===== src/rtl/updown_tick_counter.sv =====
// Up/down counter stepped by an internal prescaler with an optional slow-rate divider.
// Supports wrap or saturate at the limits and emits a one-cycle tick per step.
module updown_tick_counter #(
  parameter int WIDTH     = 4,
  parameter int TICK_DIV  = 100000000,
  parameter int SLOW_MULT = 4,
  parameter bit SATURATE  = 1'b0
) (
  input  logic             clk_1,
  input  logic             rst_n,
  input  logic             en,
  input  logic             clr,
  input  logic             mode,
  input  logic             switch,
  input  logic             load,
  input  logic [WIDTH-1:0] load_val,
  output logic [WIDTH-1:0] counter,
  output logic             tick,
  output logic             wrap,
  output logic             tc
);

  localparam int PW = $clog2(TICK_DIV);
  // A one-step slow divider still needs a 1-bit register to stay legal.
  localparam int SW = (SLOW_MULT > 1) ? $clog2(SLOW_MULT) : 1;

  localparam logic [PW-1:0]    PRE_LAST  = PW'(TICK_DIV - 1);
  localparam logic [SW-1:0]    SLOW_LAST = SW'(SLOW_MULT - 1);
  localparam logic [WIDTH-1:0] MAX_VAL   = '1;

  logic [PW-1:0]    pre;
  logic [SW-1:0]    slow;
  logic             base_tick;
  logic             step;
  logic             at_limit;
  logic [WIDTH-1:0] next_count;

  assign base_tick  = en & (pre == PRE_LAST);
  assign step       = base_tick & (~switch | (slow == SLOW_LAST));
  assign at_limit   = mode ? (counter == '0) : (counter == MAX_VAL);
  assign next_count = mode ? (counter - WIDTH'(1)) : (counter + WIDTH'(1));
  assign tc         = at_limit;

  // NOTE: sequential state uses non-blocking assignments so every register
  // samples the pre-edge values of its neighbours, independent of block order.
  always_ff @(posedge clk_1 or negedge rst_n) begin
    if (!rst_n) begin
      pre <= '0;
    end else if (clr) begin
      pre <= '0;
    end else if (en) begin
      pre <= (pre == PRE_LAST) ? '0 : pre + PW'(1);
    end
  end

  // Leaving slow mode discards the partial count so the next base tick steps.
  always_ff @(posedge clk_1 or negedge rst_n) begin
    if (!rst_n) begin
      slow <= '0;
    end else if (clr || !switch) begin
      slow <= '0;
    end else if (base_tick) begin
      slow <= (slow == SLOW_LAST) ? '0 : slow + SW'(1);
    end
  end

  always_ff @(posedge clk_1 or negedge rst_n) begin
    if (!rst_n) begin
      counter <= '0;
      tick    <= 1'b0;
      wrap    <= 1'b0;
    end else if (clr) begin
      counter <= '0;
      tick    <= 1'b0;
      wrap    <= 1'b0;
    end else if (load) begin
      counter <= load_val;
      tick    <= 1'b0;
      wrap    <= 1'b0;
    end else if (step) begin
      tick <= 1'b1;
      if (SATURATE && at_limit) begin
        counter <= counter;
        wrap    <= 1'b0;
      end else begin
        counter <= next_count;
        wrap    <= at_limit;
      end
    end else begin
      tick <= 1'b0;
      wrap <= 1'b0;
    end
  end

endmodule


===== config.mk =====
export PLATFORM = sky130hd
export DESIGN_NAME = updown_tick_counter
export DESIGN_NICKNAME = d
export VERILOG_FILES = /design/src/rtl/updown_tick_counter.sv
export SDC_FILE = /design/constraint.sdc
export NUM_CORES = 1
export LEC_CHECK = 0
export BUFFER_PORTS_ARGS = -buffer_cell sky130_fd_sc_hd__buf_2
export CAP_MARGIN = 20
export CELL_PAD_IN_SITES_DETAIL_PLACEMENT = 2
export CELL_PAD_IN_SITES_GLOBAL_PLACEMENT = 2
export CORE_MARGIN = 5
export CORE_UTILIZATION = 37
export DETAILED_ROUTE_END_ITERATION = 10
export GPL_ROUTABILITY_DRIVEN = 0
export HOLD_SLACK_MARGIN = 0.05
export PLACE_DENSITY = 0.85
export RECOVER_POWER = 25
export SLEW_MARGIN = 25
export SYNTH_ARGS = -nofsm -noshare
export SYNTH_HDL_FRONTEND = slang
export SYNTH_SLANG_ARGS = --single-unit

===== constraint.sdc =====
create_clock -name clk_1 -period 2.35 [get_ports clk_1]
set_input_delay 0.47 -clock clk_1 [delete_from_list [all_inputs] [get_ports clk_1]]
set_output_delay 0.47 -clock clk_1 [all_outputs]
set_load 0.01 [all_outputs]

==> out/summary.txt <==
Layout Nets -> 272
GRT Residual Overflow -> 0
Final period util -> 91.7%
drt pass-1 iters -> 4
final antenna-violating net count -> 0
Critical-path top delay cell -> or4_1
Slew Viols, Final -> 0
design area -> 2450 um^2
CORE AREA -> 5570 um^2
Worst Path Max Fanout -> 5
max_cap viols -> 0
Mapped Area -> 2160 um^2
total number of vias -> 2016
Final min period -> 2.15 ns
Die Wd -> 86.4 um
Synth Warn # -> 0
area delta synth->final -> 13.6%
pre-CTS WS -> 0.231 ns
CP endpoint kind -> output pin
Cell variety after synth -> 45
Initial Util -> 38.7%
PnR worst setup slack -> 0.195 ns
clock sinks -> 35
Reg clk slew, reported paths -> 0.08 ns
Startpoint Class -> flip-flop
DRT Wirelength -> 6720 um
layout cells sized above 1 -> 14.8%
proportion of synthesized chip area in sequential cells -> 40.6%
Synth top area share -> 40.6%
placed cell area -> 2330 um^2
skew final -> 0.00784 ns
crit-path cells -> inv_1 -> or4_1 -> o21ai_0 -> buf_2
global-route wire length before repair -> 11600 um
PortBufs -> 17
largest net degree at the start of global routing -> 36
setup_tns -> 0 ns
CP bufs+invs -> 2
dpl hpwl -> 4810 um
number of vias per cell -> 6.13
Avg Inst Size Synth -> 9.10 um^2
H-tree depth -> 2
syn nets -> 253
Post-CTS Setup Bufs -> 0
max_slew headroom -> 39.2%
hold violation count in the final report -> 0
post-DR wirelength/cell -> 20.4 um
Simple-Gate Fraction of Synth Area -> 30.2%
leakage -> 0.994 nW
CTS Buf Count -> 5
RSZ-0062 raised after global routing -> false
Post-Synth Adder-Cell Area -> 3.25%
Finished Core Util -> 44.0%
Area contributors post-synth -> dfrtp_1, nand4_1, or4_1, a21oi_1, nor2_1
status -> finished, final reports clean
Post-Syn Instances -> 237
Largest stage delay, worst path -> 0.52 ns
# IOs -> 18
CTS max path bufs -> 2
CP Class -> flip-flop to output pin
CTS tree -> done
die height -> 86.4 um
# setup viols final -> 0
synthesized flop and latch total -> 35
most frequent cells in the layout -> dfrtp_1, nor2_1, buf_2
Post-CTS Resized -> 0
die area -> 7460 um^2
Clock Tree Root -> clkbuf_8
peak supply drop -> 0.000266 V
asr flop ratio synth -> 100%
DR iter-0 viols -> 81
CP arrival -> 1.68 ns
vias in the first global route -> 2224
Synth Area in Compound Gates -> 16.9%
Req. time, crit path -> 1.88 ns
largest family of logic cells by synthesized area -> simple AND/OR/NAND/NOR gates
most common cell after layout, fill and taps aside -> dfrtp_1
# rows -> 27
Total GRT Usage -> 19.5%
Tightest Pin Transition -> 0.912 ns
count of hold buffers inserted by post-cts repair -> 0
HP Class -> primary input to async pin
PD cells -> 538 nW/um^2
Worst path top cell family by delay -> simple AND/OR/NAND/NOR gates
mux contribution to synthesized area -> 0.464%
leading area contributor after synthesis -> dfrtp_1
initial antenna violation count -> 0
n_diodes -> 0
clock latency on the worst-skew pair -> 0.29 ns
Post-synth EDFFs -> 0
fmax -> 0.464 GHz
DRC viols -> 0
Post-Synth XOR/XNOR Area -> 5.28%
Main synth FF type -> dfrtp_1
cell usage after synthesis, types with 5 or more instances:
cell,number
and3_1,5
a21oi_1,13
nor2_1,17
o21ai_0,11
nor3_1,6
xnor2_1,6
or4_1,10
nand3_1,11
o211ai_1,6
dfrtp_1,35
nand4_1,14
nand2_1,15
inv_1,6
xor2_1,7
o31ai_1,7
clkbuf_1,8
or3_1,7
worst paths after layout:
check | slack, ns | start | endpoint | cells past startpoint
setup / recovery | 0.20 | counter[0] | tc | 4
setup reg to reg | 0.24 | pre[4] | pre[21] | 4
hold reg to reg | 0.57 | slow[1] | slow[1] | 2
min in group clk_1 | 0.46 | switch | slow[1] | 3
max in group asynchronous | 1.47 | rst_n | counter[1] | 1
hold / removal | 0.29 | rst_n | pre[23] | 1
worst reg2reg max path, cell delays in order, from the launching register on:
cell	delay [ns]
dfrtp_1	0.47
nand4_4	0.17
or3_1	0.66
or4_4	0.61
a21oi_2	0.14
per-layer routing:
metal	up-vias	wire length, um	global-route usage (%)
met5	-	0	0
met4	0	75	4.96
met3	7	192	3.33
met2	26	3450	34.5
met1	1045	3000	24.6
li1	938	-	-
flip-flops by register name, indices dropped and copies added (netlist names):
| name | cells |
|---|---|
| counter | 4 |
| wrap | 1 |
| tick | 1 |
| slow | 2 |
| pre | 27 |
per-stage QoR:
step,hold WS (ns),power [mW],instances
2_1_floorplan,0.174,0.699,237
3_3_place_gp,0.534,0.751,321
3_5_place_dp,0.557,0.756,321
4_1_cts,0.303,1.34,329
5_1_grt,0.381,1.39,329
6_report,0.291,1.32,329
logic make-up (layout without fill, tap and decap cells):
kind of cell    Yosys count  after routing
fa+ha+maj                 5              5
flops                    35             35
compound gates           54             54
simple gates            111            111
buf+inv                  18             38
mux                       1              1
xor+xnor                 13             13
cell type report:
type,instances,area [um^2]
fill,643,3120
clock buffer,6,82.6
sequential,35,876
multi-input combinational,184,1210
timing repair buffer,23,130
inverter,7,26.3
tap,72,90.1
clock inverter,2,35.0
report_power, final:
part / internal [mW] / switching [mW]
logic: 0.0420 / 0.0756
clock network: 0.343 / 0.230
registers: 0.611 / 0.0156
total: 0.997 / 0.322
Note: power is estimated with default switching activity, not from simulation.
